[config.mk]
export PLATFORM = sky130hd
export DESIGN_NAME = actuated_scheduler
export DESIGN_NICKNAME = d
export VERILOG_FILES = /design/src/rtl/traffic_pkg.sv /design/src/rtl/rr_pick.sv /design/src/rtl/actuated_scheduler.sv
export SDC_FILE = /design/constraint.sdc
export NUM_CORES = 1
export LEC_CHECK = 0
export CAP_MARGIN = 30
export CORE_AREA = 2 2 67 69
export CTS_CLUSTER_DIAMETER = 50
export DETAILED_ROUTE_END_ITERATION = 7
export DIE_AREA = 0 0 69 71
export PLACE_DENSITY_LB_ADDON = 0.15
export REMOVE_ABC_BUFFERS = 1
export SLEW_MARGIN = 5
export SYNTH_ARGS = -nofsm -noshare
export SYNTH_HDL_FRONTEND = slang
export SYNTH_SLANG_ARGS = --single-unit
[constraint.sdc]
create_clock -name clk -period 2.7 [get_ports clk]
set_input_delay 0.405 -clock clk [delete_from_list [all_inputs] [get_ports clk]]
set_output_delay 0.405 -clock clk [all_outputs]
set_load 0.05 [all_outputs]
[src/rtl/traffic_pkg.sv]
// Shared intersection definitions: light encoding, phase encoding, road index type.
package traffic_pkg;

  localparam logic [1:0] GREEN  = 2'b11;
  localparam logic [1:0] YELLOW = 2'b10;
  localparam logic [1:0] RED    = 2'b01;

  typedef enum logic [1:0] {
    PH_GREEN  = 2'd0,
    PH_YELLOW = 2'd1,
    PH_ALLRED = 2'd2
  } phase_e;

  typedef logic [1:0] road_idx_t;

  function automatic logic [3:0] road_onehot(input road_idx_t r);
    return 4'b0001 << r;
  endfunction

  // Light shown by the active road in a given phase; all other roads are always RED.
  function automatic logic [1:0] light_of(input phase_e ph);
    case (ph)
      PH_GREEN:  return GREEN;
      PH_YELLOW: return YELLOW;
      default:   return RED;
    endcase
  endfunction

  function automatic int unsigned max3(input int unsigned a, input int unsigned b,
                                       input int unsigned c);
    int unsigned m;
    m = (a > b) ? a : b;
    return (m > c) ? m : c;
  endfunction

endpackage

[src/rtl/rr_pick.sv]
// Combinational round-robin search: first set bit of i_pend at i_start, i_start+1, ... (mod 4).
module rr_pick
  import traffic_pkg::*;
(
  input  logic [3:0] i_pend,
  input  road_idx_t  i_start,
  output road_idx_t  o_idx,
  output logic       o_valid
);

  road_idx_t w_cand;

  always_comb begin
    o_idx   = '0;
    o_valid = 1'b0;
    w_cand  = '0;
    for (int unsigned k = 0; k < 4; k++) begin
      w_cand = 2'(i_start + 2'(k));
      if (!o_valid && i_pend[w_cand]) begin
        o_idx   = w_cand;
        o_valid = 1'b1;
      end
    end
  end

endmodule

[src/rtl/actuated_scheduler.sv]
// Demand-actuated round-robin phase scheduler for a four-road intersection.
// Optional macro EMERGENCY_PREEMPT_EN adds the preempt_valid/preempt_road ports.
module actuated_scheduler
  import traffic_pkg::*;
#(
  parameter int unsigned MIN_GREEN    = 5,
  parameter int unsigned MAX_GREEN    = 10,
  parameter int unsigned YELLOW_TIME  = 2,
  parameter int unsigned ALL_RED_TIME = 1
) (
  input  logic       clk,
  input  logic       rst,
  input  logic       tick,
  input  logic [3:0] req,
`ifdef EMERGENCY_PREEMPT_EN
  input  logic       preempt_valid,
  input  logic [1:0] preempt_road,
`endif
  output logic [1:0] road1_state,
  output logic [1:0] road2_state,
  output logic [1:0] road3_state,
  output logic [1:0] road4_state,
  output logic [1:0] active_road,
  output logic [1:0] phase
);

  localparam int unsigned T_MAX = max3(MAX_GREEN, YELLOW_TIME, ALL_RED_TIME);
  localparam int unsigned TW    = (T_MAX > 16) ? $clog2(T_MAX) : 4;
  localparam logic [TW-1:0] MIN_M1 = TW'(MIN_GREEN - 1);
  localparam logic [TW-1:0] MAX_M1 = TW'(MAX_GREEN - 1);
  localparam logic [TW-1:0] YEL_M1 = TW'(YELLOW_TIME - 1);
  localparam logic [TW-1:0] AR_M1  = TW'(ALL_RED_TIME - 1);

  phase_e          r_ph;
  road_idx_t       r_act;
  road_idx_t       r_nxt;
  logic [TW-1:0]   r_t;
  logic [3:0]      r_pend;
  logic [3:0][1:0] r_road;

  phase_e          w_ph_n;
  road_idx_t       w_act_n;
  road_idx_t       w_nxt_n;
  road_idx_t       w_nxt_eff;
  road_idx_t       w_pick_idx;
  logic            w_pick_valid;
  logic [TW-1:0]   w_t_n;
  logic [3:0]      w_pend_n;
  logic [3:0]      w_act_oh;
  logic [3:0][1:0] w_road_n;
  logic            w_enter_green;
  logic            w_pre_exit;
  logic            w_pre_hold;

  assign w_act_oh = road_onehot(r_act);

  // Searching from active+1 over the non-active pending bits; o_valid doubles as "other demand".
  rr_pick u_pick (
    .i_pend  (r_pend & ~w_act_oh),
    .i_start (2'(r_act + 2'd1)),
    .o_idx   (w_pick_idx),
    .o_valid (w_pick_valid)
  );

  always_comb begin
    w_pre_exit = 1'b0;
    w_pre_hold = 1'b0;
`ifdef EMERGENCY_PREEMPT_EN
    w_pre_hold = preempt_valid && (r_ph == PH_GREEN) && (r_act == preempt_road);
    w_pre_exit = preempt_valid && !w_pre_hold;
    w_nxt_eff  = w_pre_exit ? preempt_road : r_nxt;
`else
    w_nxt_eff  = r_nxt;
`endif
  end

  always_comb begin
    w_ph_n        = r_ph;
    w_act_n       = r_act;
    w_nxt_n       = r_nxt;
    w_t_n         = r_t;
    w_enter_green = 1'b0;
    unique case (r_ph)
      PH_GREEN: begin
        if (w_pre_exit) begin
          w_ph_n = PH_YELLOW;
          w_t_n  = '0;
        end else if (tick) begin
          if (!w_pre_hold && w_pick_valid &&
              ((r_t >= MIN_M1 && !req[r_act]) || r_t == MAX_M1)) begin
            w_ph_n  = PH_YELLOW;
            w_t_n   = '0;
            w_nxt_n = w_pick_idx;
          end else if (r_t != MAX_M1) begin
            w_t_n = r_t + 1'b1;
          end
        end
      end
      PH_YELLOW: begin
        if (tick) begin
          if (r_t == YEL_M1) begin
            w_ph_n = PH_ALLRED;
            w_t_n  = '0;
          end else begin
            w_t_n = r_t + 1'b1;
          end
        end
      end
      PH_ALLRED: begin
        if (tick) begin
          if (r_t == AR_M1) begin
            w_ph_n        = PH_GREEN;
            w_t_n         = '0;
            w_act_n       = w_nxt_eff;
            w_enter_green = 1'b1;
          end else begin
            w_t_n = r_t + 1'b1;
          end
        end
      end
      default: begin
        w_ph_n = PH_GREEN;
        w_t_n  = '0;
      end
    endcase
    if (w_pre_exit) w_nxt_n = w_nxt_eff;
  end

  // Requests from the road currently green extend it rather than queueing it again.
  always_comb begin
    w_pend_n = (r_pend | (req & ~((r_ph == PH_GREEN) ? w_act_oh : 4'b0000)))
             & ~(w_enter_green ? road_onehot(w_nxt_eff) : 4'b0000);
    for (int unsigned i = 0; i < 4; i++) begin
      w_road_n[i] = (w_act_n == road_idx_t'(i)) ? light_of(w_ph_n) : RED;
    end
  end

  always_ff @(posedge clk) begin
    if (rst) begin
      r_ph   <= PH_GREEN;
      r_act  <= '0;
      r_nxt  <= '0;
      r_t    <= '0;
      r_pend <= '0;
      r_road <= {RED, RED, RED, GREEN};
    end else begin
      r_ph   <= w_ph_n;
      r_act  <= w_act_n;
      r_nxt  <= w_nxt_n;
      r_t    <= w_t_n;
      r_pend <= w_pend_n;
      r_road <= w_road_n;
    end
  end

  assign road1_state = r_road[0];
  assign road2_state = r_road[1];
  assign road3_state = r_road[2];
  assign road4_state = r_road[3];
  assign active_road = r_act;
  assign phase       = r_ph;

endmodule

### After elaboration in Yosys (flattened, before gate mapping)

Cells that the tools add are included.

* add/sub/neg operators: 5
* multiply operators: 0
* divide/modulo/power cells: 0
* order comparisons: 6
* equality and inequality tests: 13
* shifts and indexed selects: 2
* multiplexer cells: 43
* bitwise operators: 11
* reduce and logical (&&, ||, !) cells: 20

Operators with widths (number)
* $mux W4: 9
* $mux W2: 14
* $lt A2 B3 Y1 const B: 5
* $and A4 B4 Y4: 3
* $mux W1: 12
* $not A4 Y4: 3
* $pmux W4 S3: 1
* $bmux W1 S2: 5
* $reduce_or A2 Y1: 4
* $shl A1 B2 Y4 const A: 2
* $eq A2 B1 Y1 const B: 3
* $eq A2 B2 Y1 const B: 3
* $logic_not A2 Y1: 3
* $ne A2 B2 Y1 const B: 3
* $pmux W2 S3: 1
* $logic_and A1 B1 Y1: 5
* $add A2 B1 Y2 const B: 2
* $add A2 B2 Y2 const B: 2
* $add A4 B1 Y4 const B: 1
* $eq A4 B1 Y1 const B: 1
* $eq A4 B4 Y1 const B: 1
* $ge A4 B3 Y1 const B: 1
* $logic_not A1 Y1: 4
* $logic_not A4 Y1: 1
* 8 further kinds: 11

* flip-flop bits (word level): 22
* bits in latches: 0
* bits in writable memories: 0
* memory bits (read-only): 0
* input port bits: 7
* output and inout port bits: 12
* logic and storage cells: 110
* memories kept: 0

### Depth between registers and ports, before layout

* depth after elaboration: 22
* gate-level depth with buffers: 9
* depth with buffers taken out: 8

### Cells and area by module

From an unflattened synthesis, not the netlist that was laid out.

* cell total of the unflattened synthesis: 142
* area total of the unflattened synthesis: 1272.5 µm²

Modules (own cells, without submodules)
* actuated_scheduler: times used 1, cells each 127, area an instance 1194.9 µm², sequential area each 440.4 µm²
* rr_pick: times used 1, cells each 15, area an instance 77.6 µm², sequential area each 0.0 µm²

### Worst setup path before layout

No wires, ideal clock.

* path type: register to register
* start point: register r_act[0], in the netlist active_road[0]
* end point: register r_ph[0], in the netlist phase[0]
* library setup time: 0.066 ns
* arrival time: 2.463 ns
* data required time: 2.634 ns
* slack: 0.171 ns
* stages on the path, launching flop included: 10
* buffers on the path: 1
* clock period less this slack: 2.529 ns
* cells stage by stage: dfxtp_1 -> buf_2 -> inv_1 -> ha_1 -> nor2b_1 -> o21ai_1 -> a211oi_1 -> o31a_1 -> a311oi_2 -> nor2b_1

* longest elaborated chain between the ends: 19
* elaborated cells on any way between the ends: 34
* those cells by class: add/sub (4); shift (1); mux (17); bitwise (2); reduce/logical (10)

RTL lines
* from (decl): RTL line actuated_scheduler.sv:35 `road_idx_t r_act;`
* from (signal assigned): RTL line actuated_scheduler.sv:148 `r_act <= w_act_n;`
* branches (longest 15 deep; another with $add A2 B1 Y2)
* $logic_and A1 B1 Y1 (*): RTL line actuated_scheduler.sv:89 `if (!w_pre_hold && w_pick_valid &&`
* $mux W2 (*): RTL line actuated_scheduler.sv:89
* $mux W2 (*): RTL line actuated_scheduler.sv:88 `end else if (tick) begin`
* $pmux W2 S3 (*): RTL line actuated_scheduler.sv:83 `unique case (r_ph)`
* to (signal assigned): RTL line actuated_scheduler.sv:147 `r_ph <= w_ph_n;`
* to (decl): RTL line actuated_scheduler.sv:34 `phase_e r_ph;`

Every way passes the cells marked *. The select of a mux whose other input is x is not followed.
A chain may end at the register's enable or synchronous reset.

### Final worst setup path

* start point: register r_act[1], in the netlist active_road[1]
* end point: register r_ph[0], in the netlist phase[0]

Same word-level chain as after synthesis.

==> flow_metrics.py <==
metrics = {
    "power": {
        "seq_power_share_pct": 46.7,
        "power_frac_comb_pct": 10.4,
        "p_leak_nw": 0.5673,
        "finalPower_mw": 0.7224,
        "pwr-share-clk_pct": 42.9,
        "peakVddDrop_uv": 304.3,
        "power_density_nw_per_um2": 470.5,
        "switching_share_pct": 22.01,
        "switchingPower_mw": 0.1590,
        "p_int_mw": 0.5634,
    },
    "clock_tree": {
        "clockRootBuffer": "clkbuf_8",
        "clkSlewWorstSetupHoldPaths_ns": 0.08,
        "holdBufCountCts": 0,
        "clockBufferDepth": 2,
        "cts_setup_buffers": 0,
        "clock_latency_ns": 0.27,
        "cts_tree": "built",
        "htree_levels": 1,
        "numCtsBuffers": 3,
        "cts.sinks": 22,
        "post_cts_resized": 0,
    },
    "place": {
        "routabilityCongestion": 0.8203,
        "dp_hpwl_um": 2223,
        "portBuffers": 18,
        "numPlacedInstances": 209,
    },
    "route": {
        "wl_um": 2989,
        "antenna_left": 0,
        "drt_pass1_iterations": 4,
        "drt-initial-drc-count": 46,
        "wl_per_cell_um": 14.03,
        "drc": 0,
        "viasPerCell": 5.009,
        "num_vias": 1067,
    },
    "die": {
        "die_height_um": 71,
        "start_util_pct": 28.66,
        "core_area_um2": 4204,
        "rows": 24,
        "io_pins": 19,
        "die_w_um": 69,
        "die_area_um2": 4899,
    },
    "layout": {
        "layout.nets": 176,
        "antennaDiodeCount": 0,
        "drive_gt1_share_pct": 9.317,
        "syn_to_final_growth_pct": 27.41,
        "fin_cells": 213,
        "nFillCells": 446,
    },
    "global_routing": {
        "grt_pass1_wl_um": 5126,
        "grtUsageTotal_pct": 12.83,
        "grt_max_degree": 17,
        "grt_pass1_vias": 1070,
        "antenna_found_initial": 0,
        "overflow": 0,
    },
    "critical_path": {
        "crit_path_end_kind": "flop",
        "path_cells": "inv_1 > ha_1 > nor2b_1 > o21ai_1 > a211oi_1 > o31a_1 > a311oi_2 > nor2b_1",
        "crit_fanout": 7,
        "crit_top_cell": "nor2b_1",
        "crit_required_ns": 2.91,
        "cpPeakStageDelay_ns": 0.50,
        "cp_top_family": "compound AO/OA/AOI/OAI gates",
        "crit_slowest_cell": "dfxtp_1",
        "worstPathArrival_ns": 2.54,
        "crit_buf_inv": 1,
        "crit_type": "flop to flop",
        "start_kind": "flop",
    },
    "run_status": {
        "status": "finished clean",
    },
    "yosys": {
        "synth_top_family_by_area": "simple AND/OR/NAND/NOR gates",
        "synth-compound-area-share_pct": 23.78,
        "synth-xor-area-share_pct": 0,
        "synth_edf_count": 0,
        "muxShareOfSynthArea_pct": 3.427,
        "synth_simple_gate_area_share_pct": 24.51,
        "synth_fa_ha_area_share_pct": 7.269,
        "synth_area_um2": 1205,
        "seq_area_frac_synth_pct": 36.55,
        "synth_async_sr_flop_share_pct": 0,
        "synth_cell_types": 46,
        "netlist_instances": 139,
        "ys_ff_latch": 22,
        "syn_avg_cell_area_um2": 8.668,
        "synth-main-ff-cell": "dfxtp_1",
        "ys.warnings.count": 0,
    },
    "hold_path": {
        "min_path_type": "flop to flop",
    },
    "timing": {
        "post-route-min-period_ns": 2.326,
        "rsz0062_at_grt": "false",
        "timing.final.crit_share_pct": 86.17,
        "finClkSkew_ns": 0.003359,
        "fmax_ghz": 0.4298,
        "setup_tns_ns": 0,
        "drv_slew": 0,
        "maxSlewHeadroom_pct": 63.53,
        "worst_pin_slew_ns": 0.5450,
        "setup_violations": 0,
        "hold_viol_final": 0,
    },
    "run": {
        "maxCapViolCount": 0,
    },
}
[flip-flops by register name, summed over array words and instances, names as in the netlist]
signal and count:
phase 2, road4_state 2, road1_state 2, road2_state 2, r_t 4, r_nxt 2, active_road 2, r_pend 4
road3_state 2
[through the flow]
step / cell area (µm²) / hold WS (ns) / worst slack, ns / utilization [%]
final: 1535 / 0.5058 / 0.3735 / 36.52
after global routing: 1535 / 0.5502 / 0.09569 / 36.52
after CTS: 1535 / 0.5095 / 0.3437 / 36.52
after detailed placement: 1464 / 0.4982 / 0.2675 / 34.82
after global placement: 1464 / 0.4798 / 0.3847 / 34.82
after floorplan: 1189 / 0.4558 / 0.1420 / -
[final cells by class]
cell class,count,area [µm²],share of cell area (%)
Inverter,10,37.54,2.445
Multi-Input combinational cell,103,710.7,46.29
Tap cell,52,65.06,4.238
Timing Repair Buffer,22,210.2,13.69
Clock buffer,3,41.29,2.689
Sequential cell,22,440.4,28.69
Clock inverter,1,30.03,1.956
[worst paths after layout]
check / from / to / slack (ns) / depth (start not counted)
max: active_road[1] / phase[0] / 0.37 / 8
min: r_t[1] / r_t[1] / 0.51 / 2
max reg2reg: active_road[1] / phase[0] / 0.37 / 8
min reg2reg: r_t[1] / r_t[1] / 0.51 / 2
[layer usage]
layer | vias up | global-route usage [%] | wire length [µm]
met1 | 501 | 16.39 | 1479
met5 | - | 0 | 0
met2 | 18 | 21.37 | 1348
met3 | 5 | 2.849 | 119
li1 | 543 | - | -
met4 | 0 | 4.575 | 42
[layout by cell type, fill, tap and decap left out, types with 5 or more instances in the layout]
cell             synthesis  final
dfxtp_1                 22     22
clkdlybuf4s50_1          0     18
nand2_1                 14     14
a21oi_1                 13     13
nor2_1                  12     12
inv_1                    9      9
ha_1                     7      7
nor2b_1                  6      6
a211oi_1                 5      5
[logic make-up after synthesis]
group / count (synthesis)
adder cells (fa/ha/maj): 7
multiplexers: 4
AND/OR/NAND/NOR: 54
AO/OA/AOI/OAI: 38
buffers and inverters: 14
flip-flops: 22
[worst register-to-register path, cell delays in order (launching register included)]
cell and delay [ns]:
dfxtp_1 0.50, inv_1 0.16, ha_1 0.25, nor2b_1 0.14, o21ai_1 0.17, a211oi_1 0.16
o31a_1 0.31, a311oi_2 0.41, nor2b_1 0.18
[synth_stat cells, drive strengths merged (2+ instances only)]
| cell | n | area, µm² |
|---|---|---|
| dfxtp | 22 | 440.4 |
| nand2 | 14 | 52.55 |
| a21oi | 13 | 65.06 |
| nor2 | 13 | 51.30 |
| inv | 10 | 37.53 |
| ha | 7 | 87.58 |
| a211oi | 6 | 50.05 |
| nor2b | 6 | 37.54 |
| nand3 | 4 | 20.02 |
| and3b | 3 | 27.53 |
| mux2i | 3 | 30.03 |
| o21ai | 3 | 15.01 |
| a22oi | 2 | 15.01 |
| a2bb2oi | 2 | 17.52 |
| and2 | 2 | 12.51 |
| buf | 2 | 8.750 |
| clkbuf | 2 | 7.510 |
| nor3 | 2 | 10.01 |
| o31a | 2 | 17.52 |
[power groups by stage]
stage	logic, mW	registers, mW	clock network [mW]
finish	0.0748	0.337	0.310
CTS	0.0750	0.337	0.316
global route	0.0832	0.339	0.332
floorplan	0.0413	0.347	0
global placement	0.0736	0.345	0
detailed placement	0.0746	0.345	0
Note: power is estimated with default switching activity, not from simulation.
